`src/rtl/fifo_ptr_pkg.sv`:
```
// fifo_ptr_pkg
//   Shared pointer helpers for the async FIFO pointer/flag blocks
//   (wptr_full_lvl, rptr_empty_lvl).
//
//   Contents:
//     PTR_W_MAX     widest supported pointer (ADDRSIZE max 12, plus wrap bit)
//     DEPTH         FIFO depth for the default address width
//     bin2gray()    binary -> Gray, on PTR_W_MAX-bit vectors
//     gray2bin()    Gray -> binary, on PTR_W_MAX-bit vectors
//
//   Both helpers work on zero-extended vectors. Leading zeros are a fixed
//   point of both conversions, so any pointer of ADDRSIZE+1 bits can be
//   widened, converted and sliced back without changing its value.
package fifo_ptr_pkg;

  localparam int unsigned ADDRSIZE_MAX  = 12;
  localparam int unsigned PTR_W_MAX     = ADDRSIZE_MAX + 1;
  localparam int unsigned ADDRSIZE_DFLT = 4;
  localparam int unsigned DEPTH         = 2 ** ADDRSIZE_DFLT;

  function automatic logic [PTR_W_MAX-1:0] bin2gray(input logic [PTR_W_MAX-1:0] v);
    return (v >> 1) ^ v;
  endfunction

  function automatic logic [PTR_W_MAX-1:0] gray2bin(input logic [PTR_W_MAX-1:0] v);
    logic [PTR_W_MAX-1:0] b;
    b[PTR_W_MAX-1] = v[PTR_W_MAX-1];
    for (int unsigned i = PTR_W_MAX - 1; i > 0; i--) begin
      b[i-1] = b[i] ^ v[i-1];
    end
    return b;
  endfunction

endpackage

```
`src/rtl/wptr_full_lvl_gray2bin.sv`:
```
// gray2bin
//   Purely combinational Gray -> binary converter (XOR prefix from the MSB
//   down). Shared by the write-side and read-side pointer blocks.
//
//   Parameters:
//     WIDTH   vector width
//   Ports:
//     gray_i  in   WIDTH   Gray-coded value
//     bin_o   out  WIDTH   binary equivalent
module gray2bin #(
  parameter int unsigned WIDTH = 5
) (
  input  logic [WIDTH-1:0] gray_i,
  output logic [WIDTH-1:0] bin_o
);

  always_comb begin
    bin_o          = '0;
    bin_o[WIDTH-1] = gray_i[WIDTH-1];
    // bin[i] = XOR of gray[WIDTH-1:i]; walk down reusing the bit above.
    for (int unsigned i = WIDTH - 1; i > 0; i--) begin
      bin_o[i-1] = bin_o[i] ^ gray_i[i-1];
    end
  end

endmodule

```
`src/rtl/wptr_full_lvl.sv`:
```
// wptr_full_lvl
//   Write-domain pointer/flag block for the async FIFO. Holds the binary and
//   Gray write pointers and the zero-latency full flag, plus a registered
//   fill level and an almost-full flag against a runtime threshold.
//
//   Parameters:
//     ADDRSIZE      memory address width, depth = 2**ADDRSIZE (2..12)
//     AFULL_RST     reset value of walmost_full
//
//   Ports:
//     wclk          in   write clock, rising edge
//     wrst_n        in   asynchronous active-low reset
//     winc          in   write request, accepted only while wfull==0
//     wq2_rptr      in   Gray read pointer, already synchronised to wclk
//     afull_thresh  in   almost-full threshold in words (0..2**ADDRSIZE)
//     waddr         out  memory write address (binary pointer LSBs)
//     wptr          out  registered Gray write pointer to the rclk syncer
//     wfull         out  registered full flag
//     walmost_full  out  registered (wlevel >= afull_thresh)
//     wlevel        out  registered words stored, seen from the write side
//     wovf          out  sticky write-while-full flag
//
//   Build option:
//     WPTR_FULL_OVF_EN  when defined, wovf is a sticky flop set by a write
//                       attempt while full; otherwise wovf is tied low.
module wptr_full_lvl
  import fifo_ptr_pkg::PTR_W_MAX;
  import fifo_ptr_pkg::bin2gray;
#(
  parameter int unsigned ADDRSIZE  = 4,
  parameter bit          AFULL_RST = 1'b0
) (
  input  logic                wclk,
  input  logic                wrst_n,
  input  logic                winc,
  input  logic [ADDRSIZE:0]   wq2_rptr,
  input  logic [ADDRSIZE:0]   afull_thresh,
  output logic [ADDRSIZE-1:0] waddr,
  output logic [ADDRSIZE:0]   wptr,
  output logic                wfull,
  output logic                walmost_full,
  output logic [ADDRSIZE:0]   wlevel,
  output logic                wovf
);

  // State registers
  logic [ADDRSIZE:0]   wbin_q;
  logic [ADDRSIZE:0]   wptr_q;
  logic                wfull_q;
  logic                walmost_full_q;
  logic [ADDRSIZE:0]   wlevel_q;

  // Next-state values
  logic                wen;
  logic [ADDRSIZE:0]   wbin_d;
  logic [ADDRSIZE:0]   wptr_d;
  logic                wfull_d;
  logic                walmost_full_d;
  logic [ADDRSIZE:0]   wlevel_d;

  // Synchronised read pointer in binary
  logic [ADDRSIZE:0]   rbin;

  // Widened Gray values: the package helpers work on PTR_W_MAX bits
  logic [PTR_W_MAX-1:0] wgray_ext;
  logic [PTR_W_MAX-1:0] full_tgt_ext;

  gray2bin #(
    .WIDTH (ADDRSIZE + 1)
  ) u_rptr_g2b (
    .gray_i (wq2_rptr),
    .bin_o  (rbin)
  );

  always_comb begin
    wen    = winc & ~wfull_q;
    wbin_d = wbin_q + {{ADDRSIZE{1'b0}}, wen};

    wgray_ext = bin2gray(PTR_W_MAX'(wbin_d));
    wptr_d    = wgray_ext[ADDRSIZE:0];

    // Full when the next Gray pointer equals the read pointer with its two
    // MSBs inverted, i.e. exactly one lap ahead. Comparing the widened
    // vectors is equivalent since both upper parts are zero.
    full_tgt_ext = PTR_W_MAX'({~wq2_rptr[ADDRSIZE:ADDRSIZE-1],
                                wq2_rptr[ADDRSIZE-2:0]});
    wfull_d      = (wgray_ext == full_tgt_ext);

    // Modular difference; stale rptr can only make this larger, never
    // smaller, than the true occupancy.
    wlevel_d       = wbin_d - rbin;
    walmost_full_d = (wlevel_d >= afull_thresh);
  end

  always_ff @(posedge wclk or negedge wrst_n) begin
    if (!wrst_n) begin
      wbin_q         <= '0;
      wptr_q         <= '0;
      wfull_q        <= 1'b0;
      wlevel_q       <= '0;
      walmost_full_q <= AFULL_RST;
    end else begin
      wbin_q         <= wbin_d;
      wptr_q         <= wptr_d;
      wfull_q        <= wfull_d;
      wlevel_q       <= wlevel_d;
      walmost_full_q <= walmost_full_d;
    end
  end

`ifdef WPTR_FULL_OVF_EN
  logic wovf_q;
  logic wovf_d;

  always_comb begin
    wovf_d = wovf_q | (winc & wfull_q);
  end

  always_ff @(posedge wclk or negedge wrst_n) begin
    if (!wrst_n) begin
      wovf_q <= 1'b0;
    end else begin
      wovf_q <= wovf_d;
    end
  end

  assign wovf = wovf_q;
`else
  assign wovf = 1'b0;
`endif

  assign waddr        = wbin_q[ADDRSIZE-1:0];
  assign wptr         = wptr_q;
  assign wfull        = wfull_q;
  assign walmost_full = walmost_full_q;
  assign wlevel       = wlevel_q;

endmodule

```
`config.mk`:
```
export PLATFORM = sky130hd
export DESIGN_NAME = wptr_full_lvl
export DESIGN_NICKNAME = d
export VERILOG_FILES = /design/src/rtl/fifo_ptr_pkg.sv /design/src/rtl/wptr_full_lvl_gray2bin.sv /design/src/rtl/wptr_full_lvl.sv
export SDC_FILE = /design/constraint.sdc
export NUM_CORES = 1
export LEC_CHECK = 0
export ABC_AREA = 1
export BUFFER_PORTS_ARGS = -buffer_cell sky130_fd_sc_hd__buf_2
export CAP_MARGIN = 20
export CORE_ASPECT_RATIO = 1.5
export CORE_UTILIZATION = 46
export CTS_BUF_LIST = sky130_fd_sc_hd__clkbuf_4
export DETAILED_ROUTE_END_ITERATION = 8
export GPL_TIMING_DRIVEN = 0
export PLACE_DENSITY = 0.74
export SLEW_MARGIN = 25
export SYNTH_ARGS = -nofsm -noshare
export SYNTH_HDL_FRONTEND = slang
export SYNTH_HIERARCHICAL = 1
export SYNTH_SLANG_ARGS = --single-unit
```
`constraint.sdc`:
```
create_clock -name wclk -period 2.7 [get_ports wclk]
set_clock_uncertainty 0.1 [all_clocks]
set_input_delay 0 -clock wclk [delete_from_list [all_inputs] [get_ports wclk]]
set_output_delay 0 -clock wclk [all_outputs]
set_load 0.02 [all_outputs]
```
==> impl_metrics.env, run 1 <==
export IMPL_dpl_worst_slack_ns=-0.240
export IMPL_r2r_cells=16
export IMPL_cp_required_ns=2.76
export IMPL_drive_gt1_share_pct=39.7
export IMPL_num_vias=1114
export IMPL_io_buffers=28
export IMPL_core_mm2=0.00231
export IMPL_violations="negative setup slack"
export IMPL_post_route_cell_area_mm2=0.00157
export IMPL_r2r_slack_ns=-0.05
export IMPL_grt_pass1_vias=1052
export IMPL_reg2reg_to="walmost_full"
export IMPL_num_rows=21
export IMPL_clock_latency_ns=0.29
export IMPL_clkSinkCount=16
export IMPL_dr_pass1_iters=4
export IMPL_synth_seq_area_share_pct=34.6
export IMPL_critPathKind="flop to flop"
export IMPL_gp_congestion=0.785
export IMPL_grt_overflow=0
export IMPL_yosysUniqueCellTypes=24
export IMPL_htree_num_levels=1
export IMPL_fin_nets=220
export IMPL_cts_buffer_depth=2
export IMPL_antenna_found_initial=0
export IMPL_netlist_area_mm2=0.00116
export IMPL_hpwl_um=1990
export IMPL_dp_cells=197
export IMPL_wl_met3_um=66
export IMPL_synthesis_nets=171
export IMPL_cp_max_fo=4
export IMPL_path_clk_slew_ns=0.09
export IMPL_drt_wirelength_per_cell_um=12.2
export IMPL_rsz0062_at_grt="true"
export IMPL_maxCapViolCount=0
export IMPL_ant_nets=0
export IMPL_fin_tns_setup_ns=-0.0533
export IMPL_startpoint_type="flop"
export IMPL_via_per_inst=5.13
export IMPL_grt_pass1_wl_um=4250
export IMPL_start_util_pct=50.1
export IMPL_hold_end="wbin_q[0]"
export IMPL_cts_tree="yes"
export IMPL_r2r_start="wfull"
export IMPL_place_area_mm2=0.00138
export IMPL_die_area_mm2=0.00272
export IMPL_final_max_slew_viol_count=0
export IMPL_die_y_um=63.4
export IMPL_highest_layer="met4"
export IMPL_ioPinCount=30
export IMPL_cts_root_buf="clkbuf_4"
export IMPL_hold_depth=4
export IMPL_hold_path_class="input pin to flop"
export IMPL_wl_met1_um=1060
export IMPL_p_leak_nw=0.877
export IMPL_grt_usage_pct=20.6
export IMPL_yosysWarnings=6
export IMPL_grt_max_degree=17
export IMPL_syn2layout_area_growth_pct=36.0
export IMPL_drc=0
export IMPL_status="finished, violations left"
export IMPL_finalSetupViolCount=1
export IMPL_synth_avg_cell_area_um2=7.93
export IMPL_diodes=0
export IMPL_synth_ff_latch_count=16
export IMPL_fin_crit_ns=2.75
export IMPL_drt_iter0_markers=31
export IMPL_synth_cells=146
export IMPL_wl_met2_um=1420
export IMPL_die_x_um=43.0
export IMPL_final_hold_viol_count=0
export IMPL_setup_ws_ns=-0.0533
export IMPL_routed_wl_um=2650
export IMPL_final_cells=217
export IMPL_min_period_over_period_pct=102
export IMPL_fmax_mhz=363
export IMPL_end_kind="flop"
export IMPL_power_density_mw_per_mm2=1430
export IMPL_hp_start="winc"
export IMPL_power_mw=2.25
export IMPL_crit_arrival_ns=2.82
export IMPL_numCtsBuffers=3
export IMPL_irDropWorstVdd_mv=0.831
Yosys cell counts, drive strengths merged:
cell	number	share of area (%)
nand2	45	17
inv	26	8.4
nand3	21	11
dfrtp	16	35
ha	11	12
nand4	5	2.7
nor2	4	1.3
a21oi	3	1.3
buf	3	2.3
xor2	3	2.3
nand3b	2	1.3
a211oi	1	0.65
conb	1	0.32
fa	1	1.7
o21a	1	0.65
o21ai	1	0.43
o311ai	1	0.76
xnor2	1	0.76
area by class of cell:
class	instances	area (um^2)
Inverter	26	100
Sequential cell	16	403
Fill cell	210	738
Timing Repair Buffer	44	270
Buffer	3	26.3
Clock inverter	1	3.75
Tap cell	23	28.8
Clock buffer	3	22.5
Multi-Input combinational cell	101	719
layer usage:
| metal | global-route usage, % | up-vias |
|---|---|---|
| li1 | - | 565 |
| met1 | 22.1 | 509 |
| met3 | 0.860 | 11 |
| met4 | 11.7 | 0 |
| met5 | 0 | - |
| met2 | 38.3 | 29 |
cells in the final DEF (no fill, tap or decap), types with 2 or more instances in the layout:
master	count
nand2_4	3
nand4_1	5
nand2_2	9
dfrtp_2	2
buf_2	28
dfrtp_1	14
ha_4	4
inv_1	22
inv_2	3
xor2_1	3
ha_1	7
nand2_1	33
a21oi_1	2
nor2_1	2
dlygate4sd3_1	4
buf_4	14
clkbuf_4	3
nand3_1	17
nand3_2	3
nand3b_1	2
worst max-delay path by stage:
stage	start	end	slack, ns	cells past startpoint
floorplan	wbin_q[0]	walmost_full	0.02	11
global placement	wfull	walmost_full	-0.16	16
detailed placement	wfull	walmost_full	-0.24	16
CTS	wfull	walmost_full	-0.12	16
global route	wfull	walmost_full	-0.15	16
finish	wfull	walmost_full	-0.05	16
metrics by stage:
stage | hold WS, ns | util [%]
global route | 0.0461 | 68.1
detailed placement | -0.176 | 59.5
floorplan | -0.396 | -
CTS | 0.0184 | 66.6
finish | 0.0349 | 68.1
global placement | -0.183 | 59.5
report_power, final:
group          switching [mW]  leakage, nW  total, mW  internal (mW)
combinational           0.929        0.673       1.68          0.755
clock                  0.0728       0.0154      0.127         0.0538
sequential             0.0688        0.189      0.440          0.371
total                    1.07        0.877       2.25           1.18
critical path: stages (launching register included):
cell and delay [ns]:
dfrtp_2 0.43, nor2_4 0.10, ha_4 0.17, ha_4 0.17, inv_2 0.05, nand2_4 0.08, nand2_4 0.06, inv_4 0.06
ha_4 0.19, nand2_2 0.05, nor2_2 0.03, a211oi_2 0.16, xor2_1 0.28, ha_1 0.32, a21oi_2 0.15, o21a_1 0.13
o311ai_1 0.09
repair_timing:
action	in CTS	in global routing
pin swaps	10	12
hold buffers	4	0
resized for setup	10	3
gates cloned	0	0
hold endpoints to repair	18	0
setup endpoints to repair	1	1
buffers inserted	8	4
registers in the layout, summed over array words and instances, names as in the netlist:
signal	count
wfull	1
wlevel	5
wptr	4
walmost_full	1
wbin_q	5
cell families (layout without fill, tap and decap cells):
group	Yosys count	in the layout	share of synthesized area, %
buffers and inverters	29	77	10.7
AND/OR/NAND/NOR	77	77	33.9
AO/OA/AOI/OAI	7	7	3.78
other	1	1	0.324
flip-flops	16	16	34.6
XOR/XNOR	4	4	3.03
adder cells (fa/ha/maj)	12	12	13.6
(Power assumes the default switching activity.)
==> inputs of run 2 (changes only) <==
--- a/config.mk
+++ b/config.mk
@@ -13,7 +13,8 @@
 export CTS_BUF_LIST = sky130_fd_sc_hd__clkbuf_4
 export DETAILED_ROUTE_END_ITERATION = 8
 export GPL_TIMING_DRIVEN = 0
-export PLACE_DENSITY = 0.74
+export HOLD_SLACK_MARGIN = 0.02
+export PLACE_DENSITY = 0.71
 export SLEW_MARGIN = 25
 export SYNTH_ARGS = -nofsm -noshare
 export SYNTH_HDL_FRONTEND = slang
==> constraint.sdc (replaced) <==
create_clock -name wclk -period 3 [get_ports wclk]
set_clock_uncertainty 0.1 [all_clocks]
set_input_delay 0 -clock wclk [delete_from_list [all_inputs] [get_ports wclk]]
set_output_delay 0 -clock wclk [all_outputs]
set_load 0.02 [all_outputs]
==> impl_metrics.env, run 2 (synthesized netlist as in run 1, its figures left out) <==
export IMPL_status="complete, no violations"
export IMPL_io_buffers=28
export IMPL_finalSetupViolCount=0
export IMPL_antenna_found_initial=0
export IMPL_gp_congestion=0.818
export IMPL_core_mm2=0.00231
export IMPL_maxCapViolCount=0
export IMPL_num_vias=1116
export IMPL_cts_root_buf="clkbuf_4"
export IMPL_r2r_cells=17
export IMPL_dr_pass1_iters=4
export IMPL_utilization_pct=65.0
export IMPL_die_x_um=43.0
export IMPL_num_rows=21
export IMPL_grt_overflow=0
export IMPL_fin_nets=212
export IMPL_end_kind="flop"
export IMPL_grt_pass1_wl_um=4280
export IMPL_p_leak_nw=0.834
export IMPL_startpoint_type="flop"
export IMPL_via_per_inst=5.34
export IMPL_cp_required_ns=3.07
export IMPL_clock_latency_ns=0.29
export IMPL_cts_buffer_depth=2
export IMPL_syn2layout_area_growth_pct=29.9
export IMPL_final_common_cell="nand2_1"
export IMPL_power_mw=1.91
export IMPL_power_density_mw_per_mm2=1270
export IMPL_critPathLaunch="wfull"
export IMPL_final_hold_viol_count=0
export IMPL_grt_max_degree=17
export IMPL_place_area_mm2=0.00133
export IMPL_diodes=0
export IMPL_fmax_mhz=354
export IMPL_post_route_cell_area_mm2=0.00150
export IMPL_path_clk_slew_ns=0.09
export IMPL_ff_latch_area_um2=400
export IMPL_htree_num_levels=1
export IMPL_ant_nets=0
export IMPL_drc=0
export IMPL_fillers=200
export IMPL_min_period_over_period_pct=94.1
export IMPL_fin_tns_setup_ns=0
export IMPL_irDropWorstVdd_mv=0.760
export IMPL_drive_gt1_share_pct=35.5
export IMPL_r2r_start="wfull"
export IMPL_start_util_pct=50.1
export IMPL_routed_wl_um=2610
export IMPL_cp_max_fo=5
export IMPL_grt_usage_pct=20.6
export IMPL_cts_tree="yes"
export IMPL_numCtsBuffers=3
export IMPL_multiInputGateArea_um2=712
export IMPL_crit_arrival_ns=2.90
export IMPL_hpwl_um=1980
export IMPL_drt_iter0_markers=19
export IMPL_final_cell_mix="34 x nand2_1, 28 x buf_2, 24 x inv_1, 17 x nand3_1, 16 x dfrtp_1"
export IMPL_clkSinkCount=16
export IMPL_dp_cells=197
export IMPL_drt_wirelength_per_cell_um=12.5
export IMPL_die_area_mm2=0.00272
export IMPL_reg2reg_to="walmost_full"
export IMPL_final_max_slew_viol_count=0
export IMPL_critPathKind="flop to flop"
export IMPL_r2r_slack_ns=0.18
export IMPL_fin_crit_ns=2.82
export IMPL_final_cells=209
export IMPL_hold_path_class="input pin to asynchronous set/reset pin"
export IMPL_ioPinCount=30
export IMPL_grt_pass1_vias=1081
export IMPL_die_y_um=63.4
[run 2: layout make-up]
type                    count  area share [%]
clock inverters             1           0.250
plain buffers               3            1.75
well taps                  23            1.91
repair buffers             36            14.0
inverters                  26            6.66
multi-input cells         101            47.3
clock buffers               3            1.50
flip-flops and latches     16            26.6
[run 2: what timing repair did]
item                                    4_1_cts  5_1_grt
hold buffers                                  4        0
endpoints found under the setup margin        1        1
endpoints found under the hold margin        18        0
buffers inserted                              2        2
pin swaps                                     2        3
gates resized for setup                       4       11
[run 2: worst max-delay path by stage]
stage	end	slack, ns	cells after the start
4_1_cts	walmost_full	0.01	16
6_report	walmost_full	0.18	17
3_5_place_dp	walmost_full	-0.28	16
3_3_place_gp	walmost_full	-0.20	16
5_1_grt	walmost_full	-0.07	16
2_1_floorplan	walmost_full	0.06	15
[run 2: per-stage QoR]
step           hold slack (ns)  setup WS [ns]
2_1_floorplan           -0.396         0.0621
5_1_grt                 0.0634        -0.0682
3_3_place_gp            -0.180         -0.195
4_1_cts                 0.0401         0.0135
3_5_place_dp            -0.173         -0.282
6_report                0.0338          0.178
[run 2: worst max-delay path: stages (launching register included)]
cell      delay, ns
dfrtp_1        0.39
nor2_2         0.13
ha_2           0.21
ha_4           0.15
inv_1          0.05
nand2_2        0.11
nand2_4        0.09
inv_4          0.09
ha_4           0.21
nand2_1        0.09
nor2_2         0.04
a211oi_2       0.16
xor2_1         0.17
buf_4          0.16
ha_4           0.20
a21oi_2        0.13
o21a_1         0.14
o311ai_2       0.09
[run 2: power by group]
group / internal [mW] / leakage [nW] / total, mW / switching [mW]
registers: 0.332 / 0.191 / 0.388 / 0.0560
clock network: 0.0485 / 0.0154 / 0.119 / 0.0704
logic: 0.581 / 0.627 / 1.41 / 0.825
[run 2: metal layers]
layer	track usage [%]	up-vias	part of all wire, %
li1	-	550	-
met1	22.2	526	39
met2	37.5	31	55
met3	2.01	9	2.8
met4	11.7	0	3.3
met5	0	-	0
==> inputs of run 3 (changes only) <==
--- a/config.mk
+++ b/config.mk
@@ -15,6 +15,7 @@
 export GPL_TIMING_DRIVEN = 0
 export HOLD_SLACK_MARGIN = 0.02
 export PLACE_DENSITY = 0.71
+export SETUP_SLACK_MARGIN = 0.2
 export SLEW_MARGIN = 25
 export SYNTH_ARGS = -nofsm -noshare
 export SYNTH_HDL_FRONTEND = slang
==> impl_metrics.env, run 3 (synthesized netlist as in run 1, its figures left out) <==
export IMPL_status="complete, no violations"
export IMPL_combPwrFrac_pct=74.0
export IMPL_post_route_cell_area_mm2=0.00156
export IMPL_cts_tree="yes"
export IMPL_path_delay_family="adder cells"
export IMPL_numCtsBuffers=3
export IMPL_final_common_cell="nand2_1"
export IMPL_drt_iter0_markers=21
export IMPL_clock_latency_ns=0.29
export IMPL_die_x_um=43.0
export IMPL_dr_pass1_iters=4
export IMPL_fmax_mhz=363
export IMPL_ioPinCount=30
export IMPL_rsz0062_at_grt="true"
export IMPL_dpl_worst_slack_ns=-0.0734
export IMPL_slowest_delay_ns=0.42
export IMPL_switching_share_pct=49.1
export IMPL_place_area_mm2=0.00135
export IMPL_clockPowerShare_pct=6.0
export IMPL_drt_wirelength_per_cell_um=12.3
export IMPL_ant_nets=0
export IMPL_drive_gt1_share_pct=38.7
export IMPL_num_rows=21
export IMPL_via_per_inst=5.22
export IMPL_antenna_found_initial=0
export IMPL_min_period_over_period_pct=91.8
export IMPL_final_hold_viol_count=0
export IMPL_hold_path_class="input pin to flop"
export IMPL_routed_wl_um=2640
export IMPL_syn2layout_area_growth_pct=34.5
export IMPL_grt_max_degree=17
export IMPL_power_density_mw_per_mm2=1260
export IMPL_gp_congestion=0.798
export IMPL_slowest_stage="dfrtp_1"
export IMPL_fin_hold_ws_ns=0.0221
export IMPL_end_kind="flop"
export IMPL_core_mm2=0.00231
export IMPL_path_cells="ha_4 > ha_4 > clkinvlp_4 > fa_2 > nor2_2 > a211oi_2 > xor2_1 > ha_1 > a21oi_2 > o21a_1 > o311ai_2"
export IMPL_grt_usage_pct=21.2
export IMPL_irDropWorstVdd_mv=0.829
export IMPL_start_util_pct=50.1
export IMPL_fin_crit_ns=2.75
export IMPL_crit_arrival_ns=2.82
export IMPL_grt_overflow=0
export IMPL_hpwl_um=2020
export IMPL_io_buffers=28
export IMPL_fin_nets=217
export IMPL_p_leak_nw=0.859
export IMPL_cts_root_buf="clkbuf_4"
export IMPL_final_max_slew_viol_count=0
export IMPL_die_y_um=63.4
export IMPL_die_area_mm2=0.00272
export IMPL_startpoint_type="flop"
export IMPL_htree_num_levels=1
export IMPL_sequentialPowerShare_pct=20.1
export IMPL_setup_ws_ns=0.246
export IMPL_crit_buf_inv=1
export IMPL_cell_internal_pwr_mw=0.998
export IMPL_path_clk_slew_ns=0.09
export IMPL_num_vias=1118
export IMPL_grt_pass1_vias=1062
export IMPL_maxCapViolCount=0
export IMPL_diodes=0
export IMPL_finalSetupViolCount=0
export IMPL_grt_pass1_wl_um=4420
export IMPL_cp_required_ns=3.07
export IMPL_drc=0
export IMPL_cp_max_fo=6
export IMPL_cts_buffer_depth=2
export IMPL_critPathKind="flop to flop"
export IMPL_cp_common_cell="ha_4"
export IMPL_clkSinkCount=16
export IMPL_final_cell_mix="33 x nand2_1, 28 x buf_2, 22 x inv_1, 17 x nand3_1, 15 x dfrtp_1"
export IMPL_p_sw_mw=0.964
run 3: cell types whose count changed in the layout (fill, tap and decap cells not counted), sizes merged:
cell      before  now
buf           35   40
inv           26   25
clkinvlp       0    1
run 3: final timing paths:
path                           start            to  slack, ns  depth (start not counted)
min in group asynchronous     wrst_n       wptr[1]       0.07                          2
max                        wbin_q[0]  walmost_full       0.25                         11
max in group asynchronous     wrst_n         wfull       2.45                          2
max reg2reg                wbin_q[0]  walmost_full       0.25                         11
min                             winc     wbin_q[0]       0.02                          4
min reg2reg                wbin_q[0]     wbin_q[0]       0.49                          1
run 3: power groups by stage:
stage	Combinational [mW]	Sequential (mW)	Clock [mW]
after floorplan	0.746	0.528	0
after global placement	1.14	0.389	0
after detailed placement	1.19	0.393	0
after CTS	1.36	0.389	0.120
after global routing	1.60	0.405	0.126
final	1.45	0.394	0.117
run 3: per-stage QoR:
stage / power [mW] / util [%] / instances / setup TNS, ns
global route: 2.13 / 67.3 / 214 / 0
global placement: 1.53 / 58.3 / 197 / 0
finish: 1.96 / 67.3 / 214 / 0
detailed placement: 1.58 / 58.3 / 197 / -0.0734
floorplan: 1.27 / - / 146 / 0
CTS: 1.87 / 65.4 / 212 / 0
run 3: repair_timing:
item	CTS	global route
resized for setup	9	7
hold buffers	4	0
pin swaps	11	6
endpoints found under the setup margin	1	1
buffers inserted	7	2
endpoints found under the hold margin	18	0
run 3: final cells by class:
cell class | count | area (um^2)
tap | 23 | 28.8
multi-input combinational | 101 | 722
clock buffer | 3 | 22.5
fill | 199 | 756
buffer | 3 | 26.3
timing repair buffer | 41 | 248
clock inverter | 1 | 3.75
sequential | 16 | 402
inverter | 26 | 104
run 3: worst min-delay path, delay by kind of cell:
family | cells | cell delay [ns]
buffers and inverters | 2 | 0.12
AND/OR/NAND/NOR | 1 | 0.11
adder cells (fa/ha/maj) | 1 | 0.14
run 3: layer usage:
layer	wire (um)	up-vias	track usage, %
met4	99	0	9.85
met1	1030	528	22.6
met5	0	-	0
met3	57	12	3.15
met2	1450	24	39.2
li1	-	554	-
